### src/rtl/mat_job_sequencer.sv
// rtl/mat_job_sequencer.sv - UART packet sequencer for a 2x2 byte-matrix multiply job
module mat_job_sequencer #(
    parameter int MUL_LATENCY = 2,
    parameter int TIMEOUT     = 1200000
) (
    input  logic        clk,
    input  logic        rst_n,
    input  logic        rx_valid,
    input  logic [7:0]  rx_data,
    input  logic        tx_busy,
    output logic        tx_send,
    output logic [7:0]  tx_data,
    output logic [31:0] mat_a,
    output logic [31:0] mat_b,
    input  logic [31:0] mat_c,
    output logic        job_done,
    output logic        err,
    output logic        busy
);

    localparam int LAT_W = (MUL_LATENCY > 1) ? $clog2(MUL_LATENCY) : 1;

    typedef enum logic [2:0] {
        S_IDLE,
        S_HDR,
        S_PAYLOAD,
        S_CSUM,
        S_WAIT_B,
        S_COMPUTE,
        S_SEND,
        S_SEND_GAP
    } state_t;

    state_t state, state_next;

    // expect_b selects which matrix the packet in flight carries
    logic             expect_b;
    logic             hdr_cnt;
    logic [1:0]       item_cnt;
    logic [7:0]       csum;
    logic [7:0]       job_id;
    logic [31:0]      shadow;
    logic [LAT_W-1:0] lat_cnt;
    logic [2:0]       send_idx;
    logic [31:0]      result;
    logic [23:0]      idle_cnt;
    logic [7:0]       send_byte;
    logic             abort;
    logic             timeout_hit;
    logic             lat_done;

    // Timeout fires on the cycle the idle counter would reach TIMEOUT
    assign timeout_hit = !rx_valid && (idle_cnt == 24'(TIMEOUT - 1));
    assign lat_done    = (lat_cnt == LAT_W'(MUL_LATENCY - 1));

    // State register
    always_ff @(posedge clk or negedge rst_n) begin
        if (!rst_n) begin
            state <= S_IDLE;
        end else begin
            state <= state_next;
        end
    end

    // Next-state decode and abort detection
    always_comb begin
        state_next = state;
        abort      = 1'b0;
        case (state)
            S_IDLE: begin
                if (rx_valid && rx_data == 8'hFF) state_next = S_HDR;
            end
            S_HDR: begin
                if (timeout_hit) begin
                    abort = 1'b1;
                end else if (rx_valid) begin
                    if (!hdr_cnt) begin
                        if (rx_data != {7'd0, expect_b}) abort = 1'b1;
                    end else if (expect_b && rx_data != job_id) begin
                        abort = 1'b1;
                    end else begin
                        state_next = S_PAYLOAD;
                    end
                end
            end
            S_PAYLOAD: begin
                if (timeout_hit) abort = 1'b1;
                else if (rx_valid && item_cnt == 2'd3) state_next = S_CSUM;
            end
            S_CSUM: begin
                if (timeout_hit) begin
                    abort = 1'b1;
                end else if (rx_valid) begin
                    if (rx_data != csum) abort = 1'b1;
                    else state_next = expect_b ? S_COMPUTE : S_WAIT_B;
                end
            end
            S_WAIT_B: begin
                if (timeout_hit) abort = 1'b1;
                else if (rx_valid && rx_data == 8'hFF) state_next = S_HDR;
            end
            S_COMPUTE: begin
                if (lat_done) state_next = S_SEND;
            end
            S_SEND: begin
                if (!tx_busy) state_next = S_SEND_GAP;
            end
            S_SEND_GAP: begin
                state_next = (send_idx == 3'd5) ? S_IDLE : S_SEND;
            end
            default: state_next = S_IDLE;
        endcase
        if (abort) state_next = S_IDLE;
    end

    // Output decode: busy flag and the next result byte to transmit
    always_comb begin
        busy = (state != S_IDLE);
        case (send_idx)
            3'd0:    send_byte = job_id;
            3'd1:    send_byte = result[7:0];
            3'd2:    send_byte = result[15:8];
            3'd3:    send_byte = result[23:16];
            3'd4:    send_byte = result[31:24];
            default: send_byte = 8'h00;
        endcase
    end

    // Datapath: packet capture, commit, result buffering and transmit pulses
    always_ff @(posedge clk or negedge rst_n) begin
        if (!rst_n) begin
            expect_b <= 1'b0;
            hdr_cnt  <= 1'b0;
            item_cnt <= 2'd0;
            csum     <= 8'h00;
            job_id   <= 8'h00;
            shadow   <= 32'h0;
            lat_cnt  <= '0;
            send_idx <= 3'd0;
            result   <= 32'h0;
            idle_cnt <= 24'd0;
            mat_a    <= 32'h0;
            mat_b    <= 32'h0;
            tx_send  <= 1'b0;
            tx_data  <= 8'h00;
            job_done <= 1'b0;
            err      <= 1'b0;
        end else begin
            tx_send  <= 1'b0;
            job_done <= 1'b0;
            err      <= abort;
            if (rx_valid) idle_cnt <= 24'd0;
            else if (idle_cnt != 24'hFFFFFF) idle_cnt <= idle_cnt + 24'd1;

            if (abort) begin
                expect_b <= 1'b0;
                hdr_cnt  <= 1'b0;
                item_cnt <= 2'd0;
                csum     <= 8'h00;
                job_id   <= 8'h00;
                shadow   <= 32'h0;
            end else begin
                case (state)
                    S_IDLE, S_WAIT_B: begin
                        if (rx_valid && rx_data == 8'hFF) begin
                            expect_b <= (state == S_WAIT_B);
                            hdr_cnt  <= 1'b0;
                            item_cnt <= 2'd0;
                            csum     <= 8'h00;
                            shadow   <= 32'h0;
                        end
                    end
                    S_HDR: begin
                        if (rx_valid) begin
                            csum    <= csum + rx_data;
                            hdr_cnt <= 1'b1;
                            if (hdr_cnt && !expect_b) job_id <= rx_data;
                        end
                    end
                    S_PAYLOAD: begin
                        if (rx_valid) begin
                            csum                         <= csum + rx_data;
                            shadow[{item_cnt, 3'b000} +: 8] <= rx_data;
                            item_cnt                     <= item_cnt + 2'd1;
                        end
                    end
                    S_CSUM: begin
                        if (rx_valid && rx_data == csum) begin
                            if (expect_b) mat_b <= shadow;
                            else mat_a <= shadow;
                            shadow  <= 32'h0;
                            lat_cnt <= '0;
                        end
                    end
                    S_COMPUTE: begin
                        lat_cnt <= lat_cnt + 1'b1;
                        if (lat_done) begin
                            result   <= mat_c;
                            send_idx <= 3'd0;
                        end
                    end
                    S_SEND: begin
                        if (!tx_busy) begin
                            tx_send  <= 1'b1;
                            tx_data  <= send_byte;
                            send_idx <= send_idx + 3'd1;
                        end
                    end
                    S_SEND_GAP: begin
                        if (send_idx == 3'd5) job_done <= 1'b1;
                    end
                    default: ;
                endcase
            end
        end
    end

endmodule
### config.mk
export PLATFORM = sky130hd
export DESIGN_NAME = mat_job_sequencer
export DESIGN_NICKNAME = d
export VERILOG_FILES = /design/src/rtl/mat_job_sequencer.sv
export SDC_FILE = /design/constraint.sdc
export NUM_CORES = 1
export LEC_CHECK = 0
export CORE_UTILIZATION = 30
export DETAILED_ROUTE_END_ITERATION = 12
export DONT_BUFFER_PORTS = 1
export PLACE_DENSITY = 0.49
export SYNTH_ARGS = -nofsm -noshare
export SYNTH_HDL_FRONTEND = slang
export SYNTH_SLANG_ARGS = --single-unit
export TNS_END_PERCENT = 30
### constraint.sdc
create_clock -name clk -period 5.3 [get_ports clk]
set_clock_uncertainty 0.2 [all_clocks]
set_input_delay 0 -clock clk [delete_from_list [all_inputs] [get_ports clk]]
set_output_delay 0 -clock clk [all_outputs]
set_load 0.1 [all_outputs]
# Yosys cells after proc, flatten, opt, wreduce, memory -nomap -nowiden
# Cells that the tools add are included.
# op_classes
addsub,6
n_mul,0
div_mod_pow,0
magnitude_cmp,0
n_eq_ne,39
shift,2
mux,66
bitwise,3
reduce_logical,39
# ops
op,n
$mux 32,4
$pmux 32 s3,1
$mux 8,7
$mux 3,17
$mux 24,2
$ne 3x3->1 const B,15
$pmux 8 s5,1
$bwmux 32,1
$shift 8x7->32 const A,1
$shiftx 8x7->32,1
$add 24x1->24 const B,1
$eq 24x21->1 const B,1
$ne 24x24->1 const B,1
$pmux 3 s8,1
$mux 1,23
$reduce_and 3->1,7
$eq 3x3->1 const B,6
$ne 8x8->1,2
$pmux 8 s2,1
$reduce_and 4->1,4
$reduce_bool 2->1,8
$eq 3x2->1 const B,4
$reduce_and 12->1,1
$reduce_bool 3->1,4
24 further kinds,41
# word_totals
regBits,190
latchBits,0
ramBits,0
rom_bits,0
inputBits,44
output_inout_bits,76
memories,0

# Logic depth before layout (Yosys ltp)
# Gate-level depths: netlist of the first run.
# logic_depth
ltp_word,9
depth_mapped,9
ltp_nobuf,8

# Least setup slack after synthesis of the first run
# Ideal clock, no wire load.
# synth_path
path_kind,flip-flop to flip-flop
startpoint,reg state[2]
endpoint,reg shadow[10]
setup_ns,0.125
t_arrival_ns,2.626
required_ns,4.975
slack_ns,2.349
stages_incl_launch_ff,8
period_less_slack_ns,2.951
path_cell_list,dfrtp_1 -> or3_1 -> nand3_1 -> or3_1 -> buf_2 -> nor3b_1 -> a21oi_2 -> mux2_2
# synth_between
elab_chain_len,5
word_cells_on_any_way,15
classes_between,eq/ne: 7; mux: 3; reduce/logical: 5
# synth_lines
element,line_no,rtl
start: declaration,34,"state_t state, state_next;"
start signal: assignment,61,state <= state_next;
$eq 3x3->1 or $eq 3x2->1 (tied branches),"69, 163",
$reduce_or 2->1 (no source line),-,
$pmux 1 s3,69,case (state)
$ne 3x3->1 (no source line) or $reduce_bool 4->1 (tied branches),-,
$reduce_and 4->1 (no source line),-,
end signal: indexed assignment,183,"shadow[{item_cnt, 3'b000} +: 8] <= rx_data;"
end: declaration,42,logic [31:0] shadow;
# Parallel ways exist; a longest one is shown, timed or not.
# A chain may end at the register's enable or synchronous reset.

# Worst setup path after layout of the first run
# layout_path
startpoint,in rx_valid
endpoint,reg shadow[28]
# layout_between
elab_chain_len,6
word_cells_on_any_way,16
classes_between,eq/ne: 3; mux: 7; reduce/logical: 6
# layout_lines
element,line_no,rtl
start: declaration,8,"input logic rx_valid,"
$logic_not 1->1,53,assign timeout_hit = !rx_valid && (idle_cnt == 24'(TIMEOUT - 1));
$logic_and 1x1->1,53,
$mux 1 (on tied branches),-,
$pmux 1 s3,69,
$ne 3x3->1 (no source line) or $reduce_bool 4->1 (tied branches),-,
$reduce_and 4->1 (no source line),-,
# Parallel ways exist; a longest one is shown, timed or not.

==> results.md, run 1 <==
- Status: finished, final reports clean
- CP Class: input port to flop
- Synth Instances: 765
- Largest net degree at the start of global routing: 191
- GRT Residual Overflow: 0
- Slew Viols, Final: 0
- Die width: 175 um
- Flops & latches, synth: 190
- GRT Total Usage: 15.0%
- Area Overhead vs Synth: 15.7%
- I/O Pins: 120
- Max-cap violation count: 0
- Drt wl/cell: 18.7 um
- Req. time, crit path: 5.42 ns
- Switching fraction of total power: 35.5%
- Most frequent cells in the layout: 190 x dfrtp_1, 121 x mux2_2, 57 x nor2_1
- DIE AREA: 30600 um2
- Switch Pwr: 1.56 mW
- Slew @ Worst Pin: 1.14 ns
- Cts bufs inserted: 17
- HP Class: input port to flop
- Comb pwr share: 20.2%
- Cell Int Power: 2.84 mW
- RSZ-0062 raised after global routing: no
- Root buffer cell: clkbuf_16
- Leak: 4.64 nW
- Core box area: 29000 um2
- WHS: 0.0306 ns
- Drt initial violations: 360
- CP cell instances: dlygate4sd3_1, nand3_1, nor4_2, a21oi_1, and2_0, a21oi_2, mux2_2
- Critical Path AT: 3.38 ns
- Resized cells post-CTS: 0
- Clock sink count: 190
- End-of-flow core utilization: 35.7%
- Max FO, Critical Path: 29
- Tot Pwr: 4.40 mW
- Syn nets: 828
- Peak supply drop: 0.229 mV
- Final nets: 858
- Vias in the first global route: 6055
- Element type at the critical path end: flop
- Post-synth EDFFs: 0
- Clock tree buffer depth: 2
- Commonest non-fill, non-tap cell in the layout: dfrtp_1
- Die Ht: 175 um
- Worst reg2reg path depth: 6
- R2R Path Start: idle_cnt[19]
- DR vias/cell: 5.05
- Startpoint class of the critical path: input port
- Clock transition at path regs: 0.07 ns
- Reg power frac: 50.5%
- Critical Path Start: rx_valid
- DRC: 0
- Fmax achieved: 0.307 GHz
- Initial antenna violation count: 1
- Starting Density: 30.9%
- Worst-Skew Late Latency: 0.43 ns
- Post-Synthesis Cell Area: 8960 um2
- Syn_area_per_cell: 11.7 um2
- I/O Buffers: 0
- Post-cts hold buffer count: 44
- Dpl hpwl: 14.2 mm
- Antenna Nets Post-Route: 0
- Setup total negative slack: 0 ns
- Number of library cell types mapped by synthesis: 69
- Minimum clock period: 3.26 ns
- Total Wirelength: 22.4 mm
- Slowest CP cell: dlygate4sd3_1
- Reg-to-reg slack, setup: 2.33 ns
- Slowest stage delay, CP: 1.29 ns
- Cell Area, Placed: 9320 um2
- Clock power share: 29.3%
- Relative slew slack: 23.7%
- Yosys Warn Count: 0
- Final Cell Area: 10400 um2
- Fraction of registers with async set/reset: 100%
- Worst r2r dst: shadow[28]
- Synth Flop Type: dfrtp_1
- CTS tree: built
- Fin. Hold Viols: 0
- First-pass GRT wire length: 35.6 mm
- Sequential-to-total area share from yosys stat: 53.1%
- Worst setup endpoint: shadow[28]
- Setup violations, final: 0
- Cell Pwr Density: 425 nW/um2
- Layout cells sized above 1: 21.7%
- Htree depth: 4
- Drt first pass iters: 5
- Gp weighted congestion: 0.799
- Tcrit/Tclk final: 61.5%
- Via Count: 6025
- FP Rows: 62
- # Post-CTS Setup Buffers: 0
registers in the layout (all words and copies together), names as in the netlist, 2 cells and up:
name      flops
send_idx      3
mat_a        32
csum          8
shadow       32
job_id        8
state         3
idle_cnt     24
item_cnt      2
result       32
mat_b        32
tx_data       8
synth_stat cells (3+ instances only):
library cell,count,share of area [%]
xor2_1,21,2.1
nor4_1,7,0.49
nor2b_1,5,0.35
o21ai_0,8,0.45
and3_1,4,0.28
or3_1,19,1.3
buf_1,9,0.38
a211oi_1,3,0.25
mux2i_1,14,1.6
nor2_1,57,2.4
a22o_1,9,0.88
nor3b_1,4,0.34
nor3_1,39,2.2
a21oi_1,16,0.89
dfrtp_1,190,53
and4_1,3,0.29
mux2_2,121,15
clkbuf_1,20,0.84
xnor2_1,16,1.6
o2bb2ai_1,5,0.49
nand2b_1,4,0.28
nand3_1,27,1.5
buf_2,7,0.39
a222oi_1,8,0.89
a31oi_1,10,0.70
ha_1,18,2.5
nand4_1,11,0.77
a21oi_2,3,0.29
inv_1,18,0.75
nand2_1,43,1.8
cells by family (layout without fill, tap and decap cells):
logic type | after synthesis | in the layout | share of synthesized area, %
compound gates | 83 | 83 | 7.14
mux | 137 | 137 | 17.0
other cells | 0 | 1 | 0
flops | 190 | 190 | 53.1
simple gates | 240 | 240 | 13.7
buf+inv | 59 | 102 | 2.70
fa+ha+maj | 19 | 19 | 2.74
xor+xnor | 37 | 37 | 3.62
power by group through the flow:
stage / Sequential, mW / Combinational [mW] / Clock (mW)
detailed placement: 2.25 / 0.819 / 0
floorplan: 2.14 / 0.728 / 0
global route: 2.27 / 0.997 / 1.39
global placement: 2.25 / 0.808 / 0
CTS: 2.23 / 0.899 / 1.34
finish: 2.22 / 0.890 / 1.29
stage by stage:
stage                     cells  setup slack, ns
final                      1193             2.04
after global routing       1193             1.80
after CTS                  1192             2.06
after detailed placement   1116             2.33
after global placement     1116             2.39
after floorplan             765             2.35
critical path, delay by kind of cell:
family	cells	cell delay [ns]
buf+inv	1	1.29
simple gates	3	1.01
compound gates	2	0.66
mux	1	0.40
per-layer routing:
| metal | share of wire (%) | up-vias | track usage, % | wire (um) |
|---|---|---|---|---|
| met5 | 0 | - | 0 | 0 |
| met1 | 46 | 3012 | 19.9 | 10300 |
| met2 | 45 | 167 | 23.0 | 10200 |
| li1 | - | 2821 | - | - |
| met4 | 2.6 | 0 | 5.87 | 575 |
| met3 | 5.8 | 25 | 4.26 | 1300 |
area by class of cell:
| type | count | area, um2 |
|---|---|---|
| antenna | 1 | 2.50 |
| clock buffer | 20 | 457 |
| clock inverter | 12 | 126 |
| fill | 2913 | 18600 |
| inverter | 21 | 78.8 |
| multi-input combinational | 516 | 3970 |
| sequential | 190 | 4750 |
| tap | 384 | 480 |
| timing repair buffer | 49 | 495 |
worst min-delay path by stage:
stage                from    endpoint  slack (ns)  cells after the start
2_1_floorplan       rst_n     csum[0]       -0.50                      0
3_3_place_gp        rst_n    mat_b[3]       -0.49                      0
3_5_place_dp        rst_n    mat_b[7]       -0.49                      0
4_1_cts        rx_data[7]     lat_cnt       0.005                      5
5_1_grt         mat_c[17]  result[17]        0.04                      2
6_report       rx_data[3]    state[1]        0.03                      6
No activity file was read; power rests on OpenSTA's default activity.
==> run 2, diff against run 1 <==
==> constraint.sdc (replaced) <==
create_clock -name clk -period 3.4 [get_ports clk]
set_clock_uncertainty 0.2 [all_clocks]
set_input_delay 0 -clock clk [delete_from_list [all_inputs] [get_ports clk]]
set_output_delay 0 -clock clk [all_outputs]
set_load 0.1 [all_outputs]
==> run 2 against run 1 <==
  * The flow now finishes with violations (negative hold slack)
  * Final area up 0.13%
  * Clock power up 52%
  * Critical path depth up 1
  * Non-clock buffer count up 6
  * Sequential power up 56%
  * Register-to-register slack worse by 1.8 ns
  * Core utilization about the same
  * Total power up 54%
  * Hold slack worse by 0.96 ns
  * Sequential share of layout area down 0.061 points
  * Cell count up 0.34%
  * Sequential cell count unchanged
  * Critical path type unchanged
  * Largest power group unchanged
==> results.md, run 2 (same netlist as run 1, synthesis figures left out) <==
- Die width: 175 um (unchanged)
- Worst reg2reg path depth: 7 (was 6)
- Cell Pwr Density: 653 nW/um2 (was 425 nW/um2)
- GRT Total Usage: 14.8% (was 15.0%)
- Placed cell count: 1124 (was 1116)
- RSZ-0062 raised after global routing: no (unchanged)
- WHS: -0.929 ns (was 0.0306 ns)
- Starting Density: 30.9% (unchanged)
- Relative slew slack: 25.3% (was 23.7%)
- Final WS setup: 0.382 ns (was 2.04 ns)
- Place WS: 0.556 ns (was 2.33 ns)
- Ant diodes: 0 (was 1)
- DR vias/cell: 4.95 (was 5.05)
- Die Ht: 175 um (unchanged)
- Setup total negative slack: 0 ns (unchanged)
- FP Rows: 62 (unchanged)
- First-pass GRT wire length: 35.3 mm (was 35.6 mm)
- Clock tree buffer depth: 2 (unchanged)
- Final nets: 864 (was 858)
- Htree depth: 4 (unchanged)
- Tcrit/Tclk final: 88.8%
- Critical Path Start: rx_valid (unchanged)
- Final Cell Area: 10400 um2 (about the same)
- Minimum clock period: 3.02 ns
- Slew Viols, Final: 0 (unchanged)
- Dpl hpwl: 14.3 mm (was 14.2 mm)
- Worst-Skew Late Latency: 0.43 ns (about the same)
- Layout Cells excl Fill: 1197 (was 1193)
- Most frequent cells in the layout: 190 x dfrtp_1, 121 x mux2_2, 57 x nor2_1 (unchanged)
- Fin. Hold Viols: 190 (was 0)
- Status: finished with violations (was finished, final reports clean)
- Cell Area, Placed: 9390 um2 (was 9320 um2)
- Total Wirelength: 21.8 mm (was 22.4 mm)
- Slowest stage delay, CP: 1.28 ns (was 1.29 ns)
- # Post-CTS Setup Buffers: 0 (unchanged)
- Worst r2r dst: mat_b[29] (was shadow[28])
- R2R Path Start: csum[1] (was idle_cnt[19])
- Peak supply drop: 0.365 mV (was 0.229 mV)
- Cts bufs inserted: 17 (unchanged)
- Drt first pass iters: 4 (was 5)
- Violated checks: negative hold slack
- CP cell instances: dlygate4sd3_1, nand3_1, nor4_2, buf_4, a21oi_1, and2_0, a21oi_2, mux2_2 (was dlygate4sd3_1, nand3_1, nor4_2, a21oi_1, and2_0, a21oi_2, mux2_2)
- Leak: 4.66 nW (was 4.64 nW)
- Critical Path AT: 3.13 ns (was 3.38 ns)
- Layout cells sized above 1: 22.3% (was 21.7%)
- Post-cts hold buffer count: 42 (was 44)
- Number of buffers and inverters on the critical path: 2 (was 1)
- Resized cells post-CTS: 0 (unchanged)
- Antenna Nets Post-Route: 0 (unchanged)
- Req. time, crit path: 3.52 ns (was 5.42 ns)
- HP Class: input port to asynchronous set/reset pin (was input port to flop)
- Max FO, Critical Path: 29 (unchanged)
- Drt initial violations: 338 (was 360)
- Slew @ Worst Pin: 1.12 ns (was 1.14 ns)
- CTS tree: built (unchanged)
- Startpoint class of the critical path: input port (unchanged)
- I/O Pins: 120 (unchanged)
- Largest net degree at the start of global routing: 191 (unchanged)
- DRC: 0 (unchanged)
- Fmax achieved: 0.331 GHz
- Via Count: 5920 (was 6025)
- Vias in the first global route: 6131 (was 6055)
- Initial antenna violation count: 0 (was 1)
- Element type at the critical path end: flop (unchanged)
- Area Overhead vs Synth: 15.8% (was 15.7%)
- Core box area: 29000 um2 (unchanged)
- Setup violations, final: 0 (unchanged)
- End-of-flow core utilization: 35.8% (was 35.7%)
- Slowest CP cell: dlygate4sd3_1 (unchanged)
- Reg-to-reg slack, setup: 0.57 ns (was 2.33 ns)
- GRT Residual Overflow: 0 (unchanged)
- Clock sink count: 190 (unchanged)
- Family with the most delay on the worst path: buffers and inverters (unchanged)
- Max-cap violation count: 0 (unchanged)
- Root buffer cell: clkbuf_16 (unchanged)
- Gp weighted congestion: 0.795 (was 0.799)
- Drt wl/cell: 18.2 um (was 18.7 um)
- CP Class: input port to flop (unchanged)
- Tot Pwr: 6.78 mW (was 4.40 mW)
- Commonest non-fill, non-tap cell in the layout: dfrtp_1 (unchanged)
- Clock transition at path regs: 0.07 ns (about the same)
- I/O Buffers: 0 (unchanged)
- DIE AREA: 30600 um2 (unchanged)
==> run 2: cell types whose count changed in the layout (fill, tap and decap cells not counted), sizes merged <==
| cell | before | now |
|---|---|---|
| diode | 1 | 0 |
| clkbuf | 20 | 18 |
| clkinvlp | 4 | 3 |
| clkinv | 4 | 6 |
| buf | 6 | 13 |
| dlygate4sd3 | 43 | 42 |
==> run 2: area by class of cell <==
class	instances	area [um2]
fillers	2903	18600
clock inverters	13	135
inverters	21	78.8
clock buffers	18	429
flip-flops and latches	190	4750
repair buffers	55	531
multi-input cells	516	3970
well taps	384	480
==> run 2: power by group <==
group / internal, mW / total (mW) / switching, mW
registers: 2.68 / 3.46 / 0.776
logic: 0.686 / 1.36 / 0.673
clock network: 1.03 / 1.96 / 0.936
total: 4.39 / 6.78 / 2.39
==> run 2: worst reg2reg max path, cell delays in order (launching register included) <==
cell     delay (ns)
dfrtp_1        0.42
ha_1           0.31
nor4_1         0.30
and3_1         0.30
nand2_1        0.13
or3_1          0.38
buf_4          0.28
mux2_1         0.41
==> run 2: worst max path at each step <==
stage | end | slack, ns | depth (start not counted)
final | shadow[21] | 0.38 | 8
after global routing | shadow[18] | 0.10 | 8
after CTS | shadow[27] | 0.33 | 8
after detailed placement | shadow[24] | 0.56 | 7
after global placement | shadow[12] | 0.63 | 7
after floorplan | shadow[10] | 0.45 | 7
==> run 2: per-layer routing <==
metal	part of all wire (%)	vias to the layer above	GRT usage [%]
li1	-	2828	-
met1	47	2928	19.7
met2	46	141	23.3
met3	5.4	23	3.94
met4	1.9	0	4.57
met5	0	-	0
==> run 3, diff against run 2 <==
--- a/config.mk
+++ b/config.mk
@@ -5,7 +5,9 @@
 export SDC_FILE = /design/constraint.sdc
 export NUM_CORES = 1
 export LEC_CHECK = 0
+export ABC_AREA = 1
 export CORE_UTILIZATION = 30
+export CTS_CLUSTER_DIAMETER = 200
 export DETAILED_ROUTE_END_ITERATION = 12
 export DONT_BUFFER_PORTS = 1
 export PLACE_DENSITY = 0.49
==> run 3 against run 2 <==
  * Setup slack worse by 0.11 ns
  * Combinational power is 63% higher
  * Largest cell class unchanged
  * Maximum frequency decreased by 3.5%
  * The run still ends with negative hold slack left
  * Routed wire length increased by 9.2%
  * Cell count up 32%
  * Die area is 3.4% higher
  * Core utilization fell by 0.16 points
  * Synthesized area increased by 3.4%
  * Non-clock buffer count down 5
==> results.md, run 3 <==
- Status: finished with violations (unchanged)
- Violated checks: negative hold slack (unchanged)
- Met1 usage: 22.1% (was 19.7%)
- DRC: 0 (unchanged)
- Drt initial violations: 546 (was 338)
- GRT Total Usage: 15.8% (was 14.8%)
- Drt first pass iters: 5 (was 4)
- Initial antenna violation count: 0 (unchanged)
- GRT Residual Overflow: 0 (unchanged)
- Post-synth EDFFs: 0 (unchanged)
- Total Wirelength: 23.8 mm (was 21.8 mm)
- Via Count: 7349 (was 5920)
- Fin. Hold Viols: 190 (unchanged)
- Final nets: 1239 (was 864)
- Startpoint class of the critical path: input port (unchanged)
- Synth Area in Adders: 2.65% (was 2.74%)
- I/O Pins: 120 (unchanged)
- Req. time, crit path: 3.49 ns (was 3.52 ns)
- XOR/XNOR Fraction of Synth Area: 0.473% (was 3.62%)
- Met3 global-route usage: 4.22% (was 3.94%)
- Drt wl/cell: 15.1 um (was 18.2 um)
- Commonest cells in the netlist: 336 x nand2_1, 190 x dfrtp_1, 126 x inv_1 (was 190 x dfrtp_1, 121 x mux2_2, 57 x nor2_1)
- Number of library cell types mapped by synthesis: 54 (was 69)
- First-pass GRT wire length: 38.8 mm (was 35.3 mm)
- Post-Synthesis Cell Area: 9260 um2 (was 8960 um2)
- Vias in the first global route: 7221 (was 6131)
- Largest net degree at the start of global routing: 191 (unchanged)
- Most instantiated library cell after synthesis: nand2_1 (was dfrtp_1)
- Commonest non-fill, non-tap cell in the layout: nand2_1 (was dfrtp_1)
- GR peak layer: met2 (unchanged)
- Clock sink count: 190 (unchanged)
- RSZ-0062 raised after global routing: no (unchanged)
- Setup violations, final: 0 (unchanged)
- Tcrit/Tclk final: 92.0% (was 88.8%)
- Synth Instances: 1141 (was 765)
- Yosys Warn Count: 0 (unchanged)
- Relative slew slack: 34.8% (was 25.3%)
- CTS tree: built (unchanged)
- Clock transition at path regs: 0.08 ns (was 0.07 ns)
- Slew Viols, Final: 0 (unchanged)
- Root buffer cell: clkbuf_16 (unchanged)
- Sequential-to-total area share from yosys stat: 51.3% (was 53.1%)
- Die Ht: 178 um (was 175 um)
- Cell Pwr Density: 706 nW/um2 (was 653 nW/um2)
- Cts bufs inserted: 17 (unchanged)
- Slew @ Worst Pin: 0.976 ns (was 1.12 ns)
- I/O Buffers: 0 (unchanged)
- Largest area contributor in the netlist: dfrtp_1 (unchanged)
- WHS: -0.936 ns (was -0.929 ns)
- Dpl hpwl: 16.5 mm (was 14.3 mm)
- # Post-CTS Setup Buffers: 0 (unchanged)
- CP Class: input port to flop (unchanged)
- Resized cells post-CTS: 0 (unchanged)
- Largest family of logic cells by synthesized area: simple AND/OR/NAND/NOR gates (was multiplexers)
- Synth Area in Compound Gates: 11.5% (was 7.14%)
- Htree depth: 4 (unchanged)
- Max FO, Critical Path: 64 (was 29)
- Area Overhead vs Synth: 15.5% (was 15.8%)
- DR vias/cell: 4.65 (was 4.95)
- Gp weighted congestion: 0.822 (was 0.795)
- Post-synthesis mux area share: 0% (was 17.0%)
- Die width: 178 um (was 175 um)
- Syn_area_per_cell: 8.12 um2 (was 11.7 um2)
- Most frequent cells in the layout: 335 x nand2_1, 190 x dfrtp_1, 126 x inv_1 (was 190 x dfrtp_1, 121 x mux2_2, 57 x nor2_1)
- Minimum clock period: 3.13 ns (was 3.02 ns)
- HP Class: input port to asynchronous set/reset pin (unchanged)
- Clock tree buffer depth: 2 (unchanged)
- DIE AREA: 31600 um2 (was 30600 um2)
- Syn nets: 1204 (was 828)
- Simple-Gate Fraction of Synth Area: 26.6% (was 13.7%)
- Element type at the critical path end: flop (unchanged)
- Place WS: 0.469 ns (was 0.556 ns)
- Synth top area share: 51.3% (was 53.1%)
- Critical Path AT: 3.22 ns (was 3.13 ns)
- Leak: 5.02 nW (was 4.66 nW)
- Layout cells sized above 1: 7.06% (was 22.3%)
- Starting Density: 30.8% (was 30.9%)
- Max-cap violation count: 0 (unchanged)
- Core box area: 30000 um2 (was 29000 um2)
- Synth Flop Type: dfrtp_1 (unchanged)
- Setup total negative slack: 0 ns (unchanged)
- Synth area leaders: dfrtp_1 51%, nand2_1 14%, o21ai_0 6.7% (was dfrtp_1 53%, mux2_2 15%, ha_1 2.5%)
- Fraction of registers with async set/reset: 100% (unchanged)
- GR Layer Usage met2: 23.9% (was 23.3%)
- FP Rows: 63 (was 62)
- Post-cts hold buffer count: 44 (was 42)
- Fmax achieved: 0.320 GHz (was 0.331 GHz)
- Worst-Skew Late Latency: 0.44 ns (was 0.43 ns)
- Antenna Nets Post-Route: 0 (unchanged)
- Fillers: 3146 (was 2903)
- Peak supply drop: 0.363 mV (was 0.365 mV)
- Flops & latches, synth: 190 (unchanged)
- Final WS setup: 0.272 ns (was 0.382 ns)
[run 3: cell types whose count changed in the layout (fill, tap and decap cells not counted), sizes merged, moves of 9 or more]
| cell | delta |
|---|---|
| xnor2 | -15 |
| inv | +123 |
| nand3 | +53 |
| a22o | -9 |
| mux2 | -123 |
| nand2 | +302 |
| mux2i | -14 |
| xor2 | -17 |
| nor3 | -23 |
| or3 | -19 |
| nor2 | +28 |
| o21ai | +130 |
[run 3: layout make-up]
cell class / count / area [um2] / share of cell area (%)
flip-flops and latches: 190 / 4750 / 44.5
multi-input cells: 778 / 3820 / 35.8
inverters: 139 / 524 / 4.90
well taps: 390 / 488 / 4.56
repair buffers: 50 / 485 / 4.54
clock buffers: 17 / 425 / 3.98
clock inverters: 15 / 190 / 1.78
diodes: 1 / 2.50 / 0.0234
[run 3: report_power, final]
part | total [mW] | switching, mW | internal [mW]
logic | 2.21 | 1.52 | 0.692
clock network | 2.12 | 0.988 | 1.13
registers | 3.23 | 0.593 | 2.63
[run 3: final timing paths]
kind / start / end / slack [ns] / depth (start not counted)
worst max-delay path: rx_data[1] / mat_a[28] / 0.27 / 18
worst min-delay path: rst_n / idle_cnt[11] / -0.94 / 0
worst max register to register: state[1] / mat_a[6] / 0.38 / 12
worst min register to register: shadow[2] / shadow[2] / 0.27 / 2
max in group asynchronous: rst_n / tx_data[3] / 3.48 / 0
min in group clk: mat_c[22] / result[22] / 0.03 / 3
[run 3: routing by layer]
| layer | up-vias | routed length, um |
|---|---|---|
| met4 | 0 | 233 |
| met5 | - | 0 |
| met2 | 151 | 10400 |
| met1 | 3418 | 11700 |
| li1 | 3769 | - |
| met3 | 11 | 1450 |
[run 3: logic make-up (layout without fill, tap and decap cells)]
kind of cell             Yosys count  in the layout
AO/OA/AOI/OAI                    194            194
XOR/XNOR                           5              5
adder cells (fa/ha/maj)           19             19
buffers and inverters            173            221
flip-flops                       190            190
other                              0              1
AND/OR/NAND/NOR                  560            560
[run 3: critical path, cell delays in order]
cell and delay [ns]:
dlygate4sd3_1 0.75, inv_1 0.23, nand2_1 0.10, nand2_1 0.05, nor2_1 0.10, nand2_1 0.05
nor2_1 0.12, nand2_1 0.07, nand3_1 0.06, dlygate4sd3_1 0.55, nand2_1 0.09, nand2_4 0.12
nand2_4 0.10, inv_4 0.19, nand3_4 0.07, buf_4 0.31, nand2_1 0.12, o21ai_0 0.10
[run 3: metrics by stage]
stage	util, %	hold slack, ns	power [mW]	instance area (um2)	std cells
2_1_floorplan	-	-0.496	4.96	9260	1141
3_3_place_gp	32.1	-0.485	5.40	9640	1503
3_5_place_dp	32.1	-0.485	5.43	9640	1503
4_1_cts	35.6	-0.969	7.66	10700	1579
5_1_grt	35.6	-0.973	8.10	10700	1579
6_report	35.6	-0.936	7.55	10700	1580
